**src/rtl/alarm_pkg.sv**
```systemverilog
// Shared alarm definitions: FSM state encoding, counter sizing helpers and
// default period constants used by the alarm sounder and the rest of the clock.
package alarm_pkg;

    typedef enum logic [2:0] {
        ST_IDLE,
        ST_BEEP_ON,
        ST_BEEP_OFF,
        ST_GAP,
        ST_SNOOZE,
        ST_DONE
    } alarm_state_e;

    localparam int DEF_ON_CYCLES      = 25_000_000;
    localparam int DEF_OFF_CYCLES     = 25_000_000;
    localparam int DEF_BEEPS          = 4;
    localparam int DEF_GAP_CYCLES     = 100_000_000;
    localparam int DEF_SNOOZE_CYCLES  = 300_000_000;
    localparam int DEF_MAX_SNOOZE     = 3;
    localparam int DEF_TIMEOUT_GROUPS = 60;

    // Width able to hold 0..n; never narrower than one bit so a zero-valued
    // limit (e.g. snooze disabled) still yields a legal vector.
    function automatic int cnt_w(input int n);
        return (n < 1) ? 1 : $clog2(n + 1);
    endfunction

    function automatic int max2(input int a, input int b);
        return (a > b) ? a : b;
    endfunction

endpackage

```
**src/rtl/alarm_sounder_if.sv**
```systemverilog
// Request/response bundle between the alarm-compare logic and the sounder.
interface alarm_sounder_if;

    logic i_Alarm_On;
    logic i_Snooze;
    logic i_Stop;
    logic o_Alarm_Out;
    logic o_Active;
    logic o_Snoozed;

    modport master (
        output i_Alarm_On, i_Snooze, i_Stop,
        input  o_Alarm_Out, o_Active, o_Snoozed
    );

    modport slave (
        input  i_Alarm_On, i_Snooze, i_Stop,
        output o_Alarm_Out, o_Active, o_Snoozed
    );

endinterface

```
**src/rtl/alarm_period_counter.sv**
```systemverilog
// Loadable down-counter timing each sounder state dwell; done pulses for one
// cycle when a loaded count of N-1 has run down, i.e. after exactly N cycles.
module alarm_period_counter #(
    parameter int W = 8
) (
    input  logic         clk,
    input  logic         rst_l,
    input  logic         load,
    input  logic [W-1:0] load_val,
    output logic         done
);

    logic [W-1:0] cnt;
    logic         armed;

    always_ff @(posedge clk) begin
        if (!rst_l) begin
            cnt   <= '0;
            armed <= 1'b0;
        end else if (load) begin
            cnt   <= load_val;
            armed <= 1'b1;
        end else if (armed) begin
            if (cnt == '0) armed <= 1'b0;
            else           cnt   <= cnt - W'(1);
        end
    end

    assign done = armed && (cnt == '0);

endmodule

```
**src/rtl/alarm_sounder.sv**
```systemverilog
// Alarm burst pattern generator with bounded snooze and latched stop.
// Define ALARM_TIMEOUT_EN to auto-silence after TIMEOUT_GROUPS groups.
module alarm_sounder
    import alarm_pkg::*;
#(
    parameter int ON_CYCLES      = DEF_ON_CYCLES,
    parameter int OFF_CYCLES     = DEF_OFF_CYCLES,
    parameter int BEEPS          = DEF_BEEPS,
    parameter int GAP_CYCLES     = DEF_GAP_CYCLES,
    parameter int SNOOZE_CYCLES  = DEF_SNOOZE_CYCLES,
    parameter int MAX_SNOOZE     = DEF_MAX_SNOOZE,
    parameter int TIMEOUT_GROUPS = DEF_TIMEOUT_GROUPS
) (
    input  logic           i_Clk,
    input  logic           i_Rst_L,
    alarm_sounder_if.slave bus
);

    localparam int MAX_P = max2(max2(ON_CYCLES, OFF_CYCLES), max2(GAP_CYCLES, SNOOZE_CYCLES));
    localparam int PW    = cnt_w(MAX_P);
    localparam int BW    = cnt_w(BEEPS);
    localparam int SW    = cnt_w(MAX_SNOOZE);

    localparam logic [PW-1:0] LD_ON    = PW'(ON_CYCLES - 1);
    localparam logic [PW-1:0] LD_OFF   = PW'(OFF_CYCLES - 1);
    localparam logic [PW-1:0] LD_GAP   = PW'(GAP_CYCLES - 1);
    localparam logic [PW-1:0] LD_SNZ   = PW'(SNOOZE_CYCLES - 1);
    localparam logic [BW-1:0] BEEPS_V  = BW'(BEEPS);
    localparam logic [SW-1:0] MAXSNZ_V = SW'(MAX_SNOOZE);

    if (ON_CYCLES < 1 || OFF_CYCLES < 1 || BEEPS < 1 || GAP_CYCLES < 1 ||
        SNOOZE_CYCLES < 1 || MAX_SNOOZE < 0 || TIMEOUT_GROUPS < 1) begin : g_param_chk
        $error("alarm_sounder: illegal period/count parameter");
    end

    alarm_state_e  state, state_n;
    logic [BW-1:0] beep_cnt, beep_n;
    logic [SW-1:0] snz_cnt, snz_n;
    logic [PW-1:0] load_val;
    logic          period_done;
    logic          snooze_ok;
    logic          alarm_out_q, active_q, snoozed_q;

`ifdef ALARM_TIMEOUT_EN
    localparam int            GW   = cnt_w(TIMEOUT_GROUPS);
    localparam logic [GW-1:0] TG_V = GW'(TIMEOUT_GROUPS);
    logic [GW-1:0] grp_cnt, grp_n, grp_inc;

    assign grp_inc = (grp_cnt == TG_V) ? grp_cnt : grp_cnt + GW'(1);
`endif

    assign snooze_ok = bus.i_Snooze && (snz_cnt < MAXSNZ_V);

    always_comb begin
        state_n = state;
        beep_n  = beep_cnt;
        snz_n   = snz_cnt;
`ifdef ALARM_TIMEOUT_EN
        grp_n   = grp_cnt;
`endif
        if (!bus.i_Alarm_On) begin
            state_n = ST_IDLE;
        end else begin
            case (state)
                ST_IDLE: begin
                    state_n = ST_BEEP_ON;
                    beep_n  = BW'(1);
                    snz_n   = '0;
`ifdef ALARM_TIMEOUT_EN
                    grp_n   = '0;
`endif
                end
                ST_BEEP_ON, ST_BEEP_OFF, ST_GAP: begin
                    if (bus.i_Stop) begin
                        state_n = ST_DONE;
                    end else if (snooze_ok) begin
                        state_n = ST_SNOOZE;
                        snz_n   = snz_cnt + SW'(1);
`ifdef ALARM_TIMEOUT_EN
                        grp_n   = '0;
`endif
                    end else if (period_done) begin
                        if (state == ST_BEEP_ON) begin
                            state_n = ST_BEEP_OFF;
                        end else if (state == ST_BEEP_OFF) begin
                            if (beep_cnt < BEEPS_V) begin
                                state_n = ST_BEEP_ON;
                                beep_n  = beep_cnt + BW'(1);
                            end else begin
                                state_n = ST_GAP;
                            end
                        end else begin
                            beep_n = BW'(1);
`ifdef ALARM_TIMEOUT_EN
                            grp_n   = grp_inc;
                            state_n = (grp_inc == TG_V) ? ST_DONE : ST_BEEP_ON;
`else
                            state_n = ST_BEEP_ON;
`endif
                        end
                    end
                end
                ST_SNOOZE: begin
                    // Further snooze pulses are ignored here, so the dwell never stretches.
                    if (bus.i_Stop) begin
                        state_n = ST_DONE;
                    end else if (period_done) begin
                        state_n = ST_BEEP_ON;
                        beep_n  = BW'(1);
                    end
                end
                default: state_n = state;
            endcase
        end
    end

    always_comb begin
        case (state_n)
            ST_BEEP_ON:  load_val = LD_ON;
            ST_BEEP_OFF: load_val = LD_OFF;
            ST_GAP:      load_val = LD_GAP;
            ST_SNOOZE:   load_val = LD_SNZ;
            default:     load_val = '0;
        endcase
    end

    alarm_period_counter #(.W(PW)) u_period (
        .clk      (i_Clk),
        .rst_l    (i_Rst_L),
        .load     (state_n != state),
        .load_val (load_val),
        .done     (period_done)
    );

    // Outputs are registered from the next state so they match the state register exactly.
    always_ff @(posedge i_Clk) begin
        if (!i_Rst_L) begin
            state       <= ST_IDLE;
            beep_cnt    <= '0;
            snz_cnt     <= '0;
            alarm_out_q <= 1'b0;
            active_q    <= 1'b0;
            snoozed_q   <= 1'b0;
        end else begin
            state       <= state_n;
            beep_cnt    <= beep_n;
            snz_cnt     <= snz_n;
            alarm_out_q <= (state_n == ST_BEEP_ON);
            active_q    <= (state_n == ST_BEEP_ON) || (state_n == ST_BEEP_OFF) ||
                           (state_n == ST_GAP) || (state_n == ST_SNOOZE);
            snoozed_q   <= (state_n == ST_SNOOZE);
        end
    end

`ifdef ALARM_TIMEOUT_EN
    always_ff @(posedge i_Clk) begin
        if (!i_Rst_L) grp_cnt <= '0;
        else          grp_cnt <= grp_n;
    end
`endif

    assign bus.o_Alarm_Out = alarm_out_q;
    assign bus.o_Active    = active_q;
    assign bus.o_Snoozed   = snoozed_q;

endmodule

```
**src/flat_wrapper.sv**
```systemverilog
// flat-port wrapper written by rule: the top's interface ports become plain ports
module alarm_sounder_flat import alarm_pkg::*;
#(
    parameter int ON_CYCLES      = DEF_ON_CYCLES,
    parameter int OFF_CYCLES     = DEF_OFF_CYCLES,
    parameter int BEEPS          = DEF_BEEPS,
    parameter int GAP_CYCLES     = DEF_GAP_CYCLES,
    parameter int SNOOZE_CYCLES  = DEF_SNOOZE_CYCLES,
    parameter int MAX_SNOOZE     = DEF_MAX_SNOOZE,
    parameter int TIMEOUT_GROUPS = DEF_TIMEOUT_GROUPS
)
  (i_Clk, i_Rst_L, bus_i_Alarm_On, bus_i_Snooze, bus_i_Stop, bus_o_Alarm_Out, bus_o_Active, bus_o_Snoozed);
  alarm_sounder_if bus_i ();
  input  logic i_Clk;
  input  logic i_Rst_L;
  input wire logic [$bits(bus_i.i_Alarm_On)-1:0] bus_i_Alarm_On;
  input wire logic [$bits(bus_i.i_Snooze)-1:0] bus_i_Snooze;
  input wire logic [$bits(bus_i.i_Stop)-1:0] bus_i_Stop;
  output wire logic [$bits(bus_i.o_Alarm_Out)-1:0] bus_o_Alarm_Out;
  output wire logic [$bits(bus_i.o_Active)-1:0] bus_o_Active;
  output wire logic [$bits(bus_i.o_Snoozed)-1:0] bus_o_Snoozed;
  assign bus_i.i_Alarm_On = bus_i_Alarm_On;
  assign bus_i.i_Snooze = bus_i_Snooze;
  assign bus_i.i_Stop = bus_i_Stop;
  assign bus_o_Alarm_Out = bus_i.o_Alarm_Out;
  assign bus_o_Active = bus_i.o_Active;
  assign bus_o_Snoozed = bus_i.o_Snoozed;
  alarm_sounder #(.ON_CYCLES(ON_CYCLES), .OFF_CYCLES(OFF_CYCLES), .BEEPS(BEEPS), .GAP_CYCLES(GAP_CYCLES), .SNOOZE_CYCLES(SNOOZE_CYCLES), .MAX_SNOOZE(MAX_SNOOZE), .TIMEOUT_GROUPS(TIMEOUT_GROUPS)) u_core (.i_Clk(i_Clk), .i_Rst_L(i_Rst_L), .bus(bus_i));
endmodule
```
**config.mk**
```make
export PLATFORM = sky130hd
export DESIGN_NAME = alarm_sounder_flat
export DESIGN_NICKNAME = d
export VERILOG_FILES = /design/src/rtl/alarm_pkg.sv /design/src/rtl/alarm_sounder_if.sv /design/src/rtl/alarm_period_counter.sv /design/src/rtl/alarm_sounder.sv /design/src/flat_wrapper.sv
export SDC_FILE = /design/constraint.sdc
export NUM_CORES = 1
export LEC_CHECK = 0
export ABC_AREA = 1
export BUFFER_PORTS_ARGS = -buffer_cell sky130_fd_sc_hd__buf_4
export CAP_MARGIN = 20
export CORE_ASPECT_RATIO = 1.25
export CORE_MARGIN = 2
export CORE_UTILIZATION = 59
export DETAILED_ROUTE_END_ITERATION = 16
export PLACE_DENSITY = 0.8
export SYNTH_ARGS = -nofsm -noshare
export SYNTH_HDL_FRONTEND = slang
export SYNTH_HIERARCHICAL = 1
export SYNTH_SLANG_ARGS = --single-unit
```
**constraint.sdc**
```tcl
create_clock -name i_Clk -period 7 [get_ports i_Clk]
set_input_delay 0.7 -clock i_Clk [delete_from_list [all_inputs] [get_ports i_Clk]]
set_output_delay 0.7 -clock i_Clk [all_outputs]
set_load 0.1 [all_outputs]
```
==> results of run 1 <==
[Yosys cell counts]
cell        n  area share
or2_2       3      0.0062
xor2_1      7       0.020
inv_1      44       0.055
nor2_4      2      0.0075
nand2_4     3       0.011
a21boi_1    1      0.0025
nor3_1      4      0.0067
o21ai_1     1      0.0017
inv_2       7      0.0087
nand3_4     2       0.012
a21oi_2     3      0.0087
clkinv_1    1      0.0012
buf_6       3       0.011
dfxtp_1    41        0.27
o21ai_0    17       0.028
o211a_1     1      0.0033
a21oi_1    30       0.050
clkbuf_1    7      0.0087
nand3b_1    3      0.0075
nor3b_1     1      0.0025
xnor2_1     1      0.0029
buf_4       4       0.010
o22ai_1     1      0.0021
nand2_1   153        0.19
nand2_2     9       0.019
nand3_1    41       0.068
o211ai_1    1      0.0025
nor2_1     93        0.12
mux2i_1     1      0.0033
o21ai_4     1      0.0054
ha_1        4       0.017
nand4_1     5       0.010
nand3_2     2      0.0067
conb_1      1      0.0012
nor2_2      9       0.019
[cell type report]
cell class              count  area [um^2]
clock buffers               6         72.6
well taps                  62         77.6
inverters                  52          195
fillers                   521         1860
flip-flops and latches     41          821
repair buffers              8         60.1
multi-input cells         404         1920
clock inverters             2         10.0
[how the worst max path moves through the flow]
stage	endpoint	slack, ps
4_1_cts	u_core/u_period/cnt[17]	2790
6_report	u_core/u_period/cnt[17]	2770
5_1_grt	u_core/u_period/cnt[14]	2240
3_3_place_gp	u_core/u_period/cnt[28]	2950
3_5_place_dp	u_core/u_period/cnt[23]	2800
2_1_floorplan	u_core/u_period/cnt[21]	4240
[flip-flops by register name, summed over array words and instances, names as in the netlist]
register and cells:
u_core/bus.o_Active 1, u_core/bus.o_Snoozed 1, u_core/u_period/armed 1, u_core/u_period/cnt 29, u_core/state 3, u_core/bus.o_Alarm_Out 1, u_core/snz_cnt 2, u_core/beep_cnt 3
[cells by family (layout without fill, tap and decap cells)]
kind of cell	Yosys count	count (layout)	synth area share
simple gates	330	330	0.483
buf+inv	66	68	0.0949
compound gates	56	56	0.104
flops	41	41	0.273
xor+xnor	8	8	0.0233
fa+ha+maj	4	4	0.0166
other cells	1	5	0.00125
mux	1	1	0.00333
[worst reg2reg max path: stages, from the launching register on]
cell	delay, ps
dfxtp_1	310
inv_1	110
ha_1	150
nand2_1	50
nor2_1	100
nand2_1	90
nor2_4	130
nand2_4	80
nor2_1	200
inv_1	130
nor2_1	100
nand2_1	50
nand2_1	70
nand2_2	70
o21ai_4	180
inv_2	90
nand2_1	60
nand2_1	50
nand4_1	60
buf_4	300
clkinv_1	700
nand3_1	760
a21oi_1	120
nor2_1	120
nor2_1	40
[layer usage]
metal  part of all wire  track usage  vias up  wire length [um]
met3              0.047       0.0472       12               345
met2               0.49        0.470       74              3660
met5                  0            0        -                 0
met4              0.019        0.116        0               137
li1                   -            -     1599                 -
met1               0.44        0.356     1394              3260
[metrics by stage]
step           cell area [um^2]  hold slack [ps]   util
2_1_floorplan              3020              447      -
3_3_place_gp               3070              457  0.613
3_5_place_dp               3070              461  0.613
4_1_cts                    3150              473  0.629
5_1_grt                    3150              501  0.629
6_report                   3150              477  0.629
[power breakdown]
group / switching, mW / internal, mW
clock network: 0.0823 / 0.0692
registers: 0.0334 / 0.260
logic: 0.248 / 0.113
==> results.md, run 1 <==
* CP cell instances: inv_1 -> ha_1 -> nand2_1 -> nor2_1 -> nand2_1 -> nor2_4 -> nand2_4 -> nor2_1 -> inv_1 -> nor2_1 -> nand2_1 -> nand2_1 -> nand2_2 -> o21ai_4 -> inv_2 -> nand2_1 -> nand2_1 -> nand4_1 -> buf_4 -> clkinv_1 -> nand3_1 -> a21oi_1 -> nor2_1 -> nor2_1
* ANT nets after route at 0
* CTS sink cnt at 41
* Max frequency at 236 MHz
* Unrepaired setup endpoints after global routing: false
* Layout net count at 521
* Htree depth at 2
* Avg Inst Size Synth at 5.93 um^2
* Wire per inst at 12.9 um
* R2R setup slack at 2770 ps
* Port bufs at 7
* CP max stage delay at 750 ps
* Synth Instances at 507
* CTS tree: built
* Synthesized area at 0.00301 mm^2
* Critical path launch point: u_core/u_period/cnt[0]
* Reg clk slew, reported paths at 80 ps
* Reg2reg end: u_core/u_period/cnt[17]
* Final Critical Period at 4230 ps
* DRC at 0
* Bufs and invs on worst path at 5
* Routed vias at 3,079
* Most common cell after layout, fill and taps aside: nand2_1
* # hold bufs at CTS at 0
* PwrDens at 256 mW/mm^2
* Peak supply drop at 0.156 mV
* Worst setup margin at 2770 ps
* Core Region at 0.00501 mm^2
* CP Data Arrival Time at 4390 ps
* GRT Total Usage at 0.283
* Worst Max-Slew Pin Slew at 829 ps
* Most frequent CP cell: nand2_1
* Die Ht at 83.8 um
* Max-slew violations at 0
* Netlist cell types at 35
* R2r worst-path depth at 24
* Synth-to-layout area growth at 4.83%
* Dpl cells at 567
* Post-CTS sizing at 0
* Post-synthesis sequential area ratio at 0.273
* Global-route wire length before repair at 12,400 um
* Clock Skew at 7.08 ps
* Hold Crit Start: u_core/snz_cnt[1]
* Clock Path Buffers at 2
* CP max-delay cell: nand3_1
* Instance count on the critical path at 24
* Routability cong. at 0.956
* First-pass DRT Iterations at 5
* Setup Fix Bufs, Post-CTS at 0
* Root buf cell: clkbuf_8
* Pre-CTS WS at 2800 ps
* CP Max Fanout at 30
* Via-per-instance ratio at 5.35
* Outcome: completed
* Die area at 0.00569 mm^2
* Layout cells sized above 1 at 0.109
* Inserted Clock Buffers at 5
* Synth Warn # at 6
* Number of diodes at 0
* Total power at 0.806 mW
* Detailed Route Iter0 Violations at 208
* Vias in the first global route at 2,787
* Crit end category: flip-flop
* Worst hold path type: reg2reg
* Fin cells at 575
* Pleak at 1.53 nW
* Largest net degree at the start of global routing at 31
* Final hold vios at 0
* Slew Limit Headroom at 0.447
* Global route total overflow at 0
* Critical R2R Launch: u_core/u_period/cnt[0]
* Synth Register Bits at 41
* Hold EP: u_core/snz_cnt[1]
* Die X at 67.9 um
* Kind of critical path: reg2reg
* Most frequent cells in the layout: nand2_1, nor2_1, inv_1
* Antenna violations before repair at 0
* CP required at 7160 ps
* Crit path max-delay family: simple AND/OR/NAND/NOR gates
* Final setup violation count at 0
* Cell depth of the worst hold path at 2
* Detailed Place HPWL at 5470 um
* Period Utilization, post-route at 0.605
* Initial Utilization at 0.600
* Row cnt at 29
* Insertion delay to the later sink of the worst-skew pair at 290 ps
* IO Count at 8
* Setup crit start kind: flip-flop
* TNS Setup at 0 ps
* WL final at 7410 um
* Max-cap violations at 0
No activity file was read; power rests on OpenSTA's default activity.
==> inputs of run 2 (changes only) <==
--- a/config.mk
+++ b/config.mk
@@ -5,12 +5,12 @@
 export SDC_FILE = /design/constraint.sdc
 export NUM_CORES = 1
 export LEC_CHECK = 0
-export ABC_AREA = 1
+export ABC_AREA = 0
 export BUFFER_PORTS_ARGS = -buffer_cell sky130_fd_sc_hd__buf_4
 export CAP_MARGIN = 20
 export CORE_ASPECT_RATIO = 1.25
 export CORE_MARGIN = 2
-export CORE_UTILIZATION = 59
+export CORE_UTILIZATION = 56
 export DETAILED_ROUTE_END_ITERATION = 16
 export PLACE_DENSITY = 0.8
 export SYNTH_ARGS = -nofsm -noshare
==> constraint.sdc (replaced) <==
create_clock -name i_Clk -period 3.7 [get_ports i_Clk]
set_input_delay 0.37 -clock i_Clk [delete_from_list [all_inputs] [get_ports i_Clk]]
set_output_delay 0.37 -clock i_Clk [all_outputs]
set_load 0.1 [all_outputs]
==> run 2 against run 1 <==
Wire length is 14% lower. Clock power grew to 2.5 times the previous value. Fmax is 24% higher. Clock skew is 3.8 ps higher. Critical path type unchanged. Largest cell class unchanged.
==> results.md, run 2 <==
* Largest register FFs at 29 (unchanged)
* Row cnt at 28 (-3.4%)
* Kind of critical path: reg2reg
* Period Utilization, post-route at 0.925 (+0.320)
* Worst Max-Slew Pin Slew at 630 ps (-199 ps)
* Clock Path Buffers at 2 (unchanged)
* Reg with most FFs: u_core/u_period/cnt
* Most frequent cells in the layout: dfxtp_1, o21ai_0, buf_4
* Final Cell Area at 0.00301 mm^2 (-4.6%)
* Ys async rst share at 0 (unchanged)
* PwrDens at 435 mW/mm^2 (+70%)
* Worst hold path type: in2reg
* Worst setup margin at 279 ps (-2490 ps)
* Synth top area cells: dfxtp_1, o21ai_0, a31oi_1, nand3_1, or4_1
* Synth-to-layout area growth at 11.3%
* Outcome: completed
* Die Ht at 81.7 um (-2.6%)
* Layout cells sized above 1 at 0.189 (+0.0800)
* Total power at 1.31 mW (+62%)
* First-pass DRT Iterations at 4 (-1)
* Post-synthesis sequential area ratio at 0.304 (+0.0309)
* CP required at 3950 ps (-3210 ps)
* # hold bufs at CTS at 0 (unchanged)
* Max frequency at 292 MHz (+24%)
* Global route total overflow at 0 (unchanged)
* Post-synth EDFFs at 0 (unchanged)
* Port bufs at 7 (unchanged)
* Clock Skew at 10.9 ps (+3.82 ps)
* Die X at 66.1 um (-2.5%)
* Final hold vios at 0 (unchanged)
* Most used DFF post-synth: dfxtp_1
* Antenna violations before repair at 0 (unchanged)
* Placed Area at 0.00284 mm^2 (-7.5%)
* IO Count at 8 (unchanged)
* Die area at 0.00540 mm^2 (-5.1%)
* Layout Utilization at 0.640 (+0.0108)
* Root buf cell: clkbuf_8
* Layout net count at 341 (-35%)
* Final Critical Period at 3420 ps (-813 ps)
* Top-area cell type share of the netlist area at 0.304 (+0.0309)
* Synth Instances at 317 (-37%)
* Fillers at 392 (-25%)
* Avg Inst Size Synth at 8.52 um^2 (+44%)
* Unrepaired setup endpoints after global routing: false
* Max-slew violations at 0 (unchanged)
* Netlist cell types at 73 (+110%)
* CTS sink cnt at 41 (unchanged)
* Via-per-instance ratio at 6.46 (+21%)
* Top Registers: u_core/u_period/cnt: 29 flops, u_core/beep_cnt: 3 flops, u_core/state: 3 flops
* Count leader, synth: dfxtp_1
* Final setup violation count at 0 (unchanged)
* Synthesized area at 0.00270 mm^2 (-10%)
* Routed vias at 2,540 (-18%)
* Detailed Place HPWL at 4510 um (-18%)
* Pre-CTS WS at 101 ps (-2700 ps)
* Vias in the first global route at 2,360 (-15%)
* Core Region at 0.00469 mm^2 (-6.2%)
* Cell taking the most area after synthesis: dfxtp_1
* Htree depth at 2 (unchanged)
* Synth Warn # at 6 (unchanged)
* Post-synth top cells: dfxtp_1, o21ai_0, nor2_1
* Largest net degree at the start of global routing at 40 (+29%)
* WL final at 6400 um (-14%)
* Synth Register Bits at 41 (unchanged)
* Slew Limit Headroom at 0.579 (+0.132)
* Detailed Route Iter0 Violations at 167 (-20%)
* Pleak at 1.05 nW (-31%)
* Wire per inst at 16.3 um (+26%)
* ANT nets after route at 0 (unchanged)
* Setup crit start kind: flip-flop
* GRT Total Usage at 0.257 (-0.0261)
* DRC at 0 (unchanged)
* Reg clk slew, reported paths at 90 ps (about the same)
* Initial Utilization at 0.575 (-0.0250)
* Insertion delay to the later sink of the worst-skew pair at 300 ps (about the same)
* CTS tree: built
* Routability cong. at 0.915 (-4.2%)
* CP Max Fanout at 16 (-47%)
* Peak supply drop at 0.194 mV (+24%)
* Most common cell after layout, fill and taps aside: dfxtp_1
* Crit end category: flip-flop
* Max-cap violations at 0 (unchanged)
* Inserted Clock Buffers at 5 (unchanged)
* Number of diodes at 0 (unchanged)
* Global-route wire length before repair at 10,900 um (-13%)
* CP Data Arrival Time at 3670 ps (-720 ps)
* TNS Setup at 0 ps (unchanged)
run 2: changes by cell type in the layout (fill, tap and decap cells not counted), sizes merged, moves of 19 or more:
cell	delta
nand2	-150
inv	-42
nor2	-85
a21oi	-19
nand3	-31
run 2: timing repair:
action / CTS / global route
gates resized for setup: 0 / 3
hold endpoints to repair: 0 / 0
setup buffers: 0 / 5
setup endpoints to repair: 0 / 29
run 2: kinds of logic after synthesis:
kind of cell    Yosys count  synth area share
compound gates           99             0.259
xor+xnor                  7            0.0227
fa+ha+maj                 4            0.0185
buf+inv                  28            0.0454
flops                    41             0.304
mux                       2           0.00741
other cells               1           0.00139
simple gates            135             0.341
run 2: worst paths after layout:
kind                                   to  cells past startpoint                    from  slack [ps]
setup / recovery  u_core/u_period/cnt[28]                     14  u_core/u_period/cnt[2]         280
hold / removal            u_core/state[0]                      3          bus_i_Alarm_On         400
setup reg to reg  u_core/u_period/cnt[28]                     14  u_core/u_period/cnt[2]         280
hold reg to reg         u_core/snz_cnt[1]                      2       u_core/snz_cnt[1]         460
run 2: through the flow:
stage | instances | hold slack (ps)
after detailed placement | 380 | 450
final | 393 | 395
after global routing | 393 | 403
after floorplan | 321 | 436
after global placement | 380 | 442
after CTS | 388 | 395
run 2: cell type report:
cell class,count,area (um^2),share of cell area
clock buffer,6,82.6,0.0275
sequential,41,821,0.273
multi-input combinational,252,1780,0.593
inverter,9,33.8,0.0112
timing repair buffer,23,173,0.0575
clock inverter,2,37.5,0.0125
tap,60,75.1,0.0250
run 2: power breakdown:
group	internal [mW]	switching (mW)	leakage [nW]
registers	0.485	0.0582	0.339
clock network	0.219	0.161	0.0574
logic	0.151	0.233	0.658
run 2: critical path, cell delays in order, from the launching register on:
cell and delay, ps:
dfxtp_1 370, or4_1 600, nor3_4 230, nand3_1 170, nor3_2 150, buf_4 180
o21bai_1 70, a31oi_1 200, nand4_1 210, xnor2_1 200, o2111ai_1 170, buf_4 240
nor4b_1 280, and3_1 200, a311o_1 100
run 2: per-layer routing:
metal	share of wire	GRT usage
met5	0	0
met4	0.027	0.0980
met3	0.039	0.0479
met2	0.52	0.454
met1	0.42	0.308
==> inputs of run 3 (changes only) <==
--- a/config.mk
+++ b/config.mk
@@ -13,6 +13,7 @@
 export CORE_UTILIZATION = 56
 export DETAILED_ROUTE_END_ITERATION = 16
 export PLACE_DENSITY = 0.8
+export RECOVER_POWER = 100
 export SYNTH_ARGS = -nofsm -noshare
 export SYNTH_HDL_FRONTEND = slang
 export SYNTH_HIERARCHICAL = 1
==> run 3 against run 2 <==
Wire length is essentially flat. Combinational power is 1% lower. Critical path depth stayed put. Clock-buffer cell count is the same. Core utilization is 0.45 points lower. First-iteration DRC count is 6.0% lower. Via count up 0.71%. Clock skew rose by 3.1 ps. Die area is the same. Register-to-register slack is essentially flat. Global-route usage stayed put. Largest cell class unchanged. Highest routed layer unchanged.
==> results.md, run 3 (synthesis gave the netlist of run 2 again) <==
* Metal2 WL at 3350 um (+0.81%)
* CTS tree: built
* CP Max Fanout at 16 (unchanged)
* Final hold vios at 0 (unchanged)
* Critical R2R Launch: u_core/u_period/cnt[2]
* Max-slew violations at 0 (unchanged)
* Pleak at 1.04 nW (-1.5%)
* Cell depth of the worst hold path at 3 (unchanged)
* Htree depth at 2 (unchanged)
* Reg clk slew, reported paths at 90 ps (about the same)
* Detailed Route Iter0 Violations at 157 (-6.0%)
* First-pass DRT Iterations at 4 (unchanged)
* Clk network pwr share at 0.293 (+0.002)
* Wire per inst at 16.3 um (about the same)
* Peak supply drop at 0.201 mV (+3.6%)
* Register share of total power at 0.416 (about the same)
* Clock Skew at 14.0 ps (+3.12 ps)
* Core Region at 0.00469 mm^2 (unchanged)
* Worst Max-Slew Pin Slew at 1160 ps (+533 ps)
* Final Critical Period at 3430 ps (+13.9 ps)
* IO Count at 8 (unchanged)
* Antenna violations before repair at 0 (unchanged)
* Wire length on met1 at 2650 um (-0.38%)
* CTS sink cnt at 41 (unchanged)
* Multi-input gate area at 0.00178 mm^2 (-0.28%)
* Initial Utilization at 0.575 (unchanged)
* Inserted Clock Buffers at 5 (unchanged)
* Global route total overflow at 0 (unchanged)
* Synth-to-layout area growth at 10.5%
* Crit end category: flip-flop
* Most frequent cells in the layout: dfxtp_1, o21ai_0, nor2_1
* PwrDens at 437 mW/mm^2 (+0.48%)
* CP Data Arrival Time at 3680 ps (about the same)
* Largest net degree at the start of global routing at 40 (unchanged)
* CP max stage delay at 600 ps (about the same)
* Vias in the first global route at 2,360 (unchanged)
* Max frequency at 291 MHz (-0.40%)
* Root buf cell: clkbuf_8
* Routed wl met3 at 248 um (unchanged)
* FF/Latch Area at 821 um^2 (unchanged)
* WL final at 6390 um (about the same)
* Largest register FFs at 29 (unchanged)
* Layout Utilization at 0.636 (-0.00453)
* Max Used Layer: met4
* Die area at 0.00540 mm^2 (unchanged)
* DRC at 0 (unchanged)
* Layout cells sized above 1 at 0.174 (-0.0150)
* Setup crit start kind: flip-flop
* Global-route wire length before repair at 10,900 um (unchanged)
* Most frequent CP cell: buf_4
* Reg with most FFs: u_core/u_period/cnt
* CP max-delay cell: or4_1
* ANT nets after route at 0 (unchanged)
* Die Ht at 81.7 um (unchanged)
* Psw at 0.453 mW (+0.25%)
* Routability cong. at 0.915 (unchanged)
* TNS Setup at 0 ps (unchanged)
* Clock Path Buffers at 2 (unchanged)
* Hold EP: u_core/state[0]
* CP required at 3950 ps (about the same)
* Via-per-instance ratio at 6.51 (+0.71%)
* Critical path launch point: u_core/u_period/cnt[2]
* Detailed Place HPWL at 4510 um (unchanged)
* Port bufs at 7 (unchanged)
* Top Registers: u_core/u_period/cnt: 29 flops, u_core/beep_cnt: 3 flops, u_core/state: 3 flops
* R2R setup slack at 270 ps (about the same)
* Insertion delay to the later sink of the worst-skew pair at 300 ps (about the same)
* Layout net count at 341 (unchanged)
* Kind of critical path: reg2reg
* R2r worst-path depth at 14 (unchanged)
* Period Utilization, post-route at 0.928 (+0.00375)
* Reg2reg end: u_core/u_period/cnt[28]
* Logic pwr share at 0.291 (-0.003)
* Hold Crit Start: bus_i_Alarm_On
* GRT Total Usage at 0.257 (unchanged)
* # hold bufs at CTS at 0 (unchanged)
* Routed vias at 2,558 (+0.71%)
* Unrepaired setup endpoints after global routing: false
* Max-cap violations at 0 (unchanged)
* Slew Limit Headroom at 0.228 (-0.352)
* CP cell instances: or4_1 -> nor3_4 -> nand3_1 -> nor3_2 -> buf_4 -> o21bai_1 -> a31oi_1 -> nand4_1 -> xnor2_1 -> o2111ai_1 -> buf_4 -> nor4b_1 -> and3_1 -> a311o_1
* Final setup violation count at 0 (unchanged)
* Pint at 0.851 mW (-0.48%)
* Outcome: completed
* Most common cell after layout, fill and taps aside: dfxtp_1
* Die X at 66.1 um (unchanged)
* Fillers at 393 (+0.26%)
* Number of diodes at 0 (unchanged)
* Row cnt at 28 (unchanged)
* Switching share of power at 0.347 (+0.00164)
* Worst hold path type: in2reg
==> run 3: cell types whose count changed in the layout (fill, tap and decap cells not counted), sizes merged <==
cell / previous run / this run
buf: 23 / 15
clkbuf: 6 / 14
==> run 3: per-layer routing <==
| layer | global-route usage | up-vias |
|---|---|---|
| met2 | 0.454 | 68 |
| met1 | 0.308 | 1221 |
| met3 | 0.0479 | 16 |
| li1 | - | 1253 |
| met4 | 0.0980 | 0 |
| met5 | 0 | - |
==> run 3: how the worst max path moves through the flow <==
stage	endpoint	slack, ps	cells after the start
floorplan	u_core/u_period/cnt[2]	200	15
global placement	u_core/u_period/cnt[13]	200	15
detailed placement	u_core/u_period/cnt[10]	100	15
CTS	u_core/u_period/cnt[3]	30	15
global route	u_core/u_period/cnt[28]	10	14
finish	u_core/u_period/cnt[28]	270	14
==> run 3: cell type report <==
class,instances,share of cell area
clock inverter,2,0.0126
inverter,9,0.0113
tap,60,0.0252
timing repair buffer,23,0.0524
sequential,41,0.275
clock buffer,6,0.0277
multi-input combinational,252,0.596
==> run 3: what timing repair did <==
action,4_1_cts,5_1_grt
buffers inserted,0,5
setup endpoints to repair,0,29
resized for setup,0,3
==> run 3: through the flow <==
step	cell area, um^2	total power [mW]	cells	setup WS (ps)	hold slack [ps]
3_3_place_gp	2840	0.907	380	199	442
5_1_grt	2980	1.38	393	10.4	402
2_1_floorplan	2720	0.820	321	196	436
6_report	2980	1.30	393	265	391
4_1_cts	2960	1.30	388	31.4	395
3_5_place_dp	2840	0.916	380	101	450
==> run 3: power by group through the flow <==
stage / Sequential (mW) / Clock (mW) / Combinational, mW
2_1_floorplan: 0.546 / 0 / 0.275
3_3_place_gp: 0.549 / 0 / 0.358
3_5_place_dp: 0.550 / 0 / 0.366
4_1_cts: 0.541 / 0.388 / 0.368
5_1_grt: 0.550 / 0.408 / 0.419
6_report: 0.543 / 0.382 / 0.380
==> run 3: critical path, delay by kind of cell (launching register included) <==
kind | cells | cell delay (ps)
DFF | 1 | 370
and+or+nand+nor | 7 | 1860
xor gates and xnor gates | 1 | 200
buffers and inverters | 2 | 420
AOI/OAI and AO/OA | 4 | 540
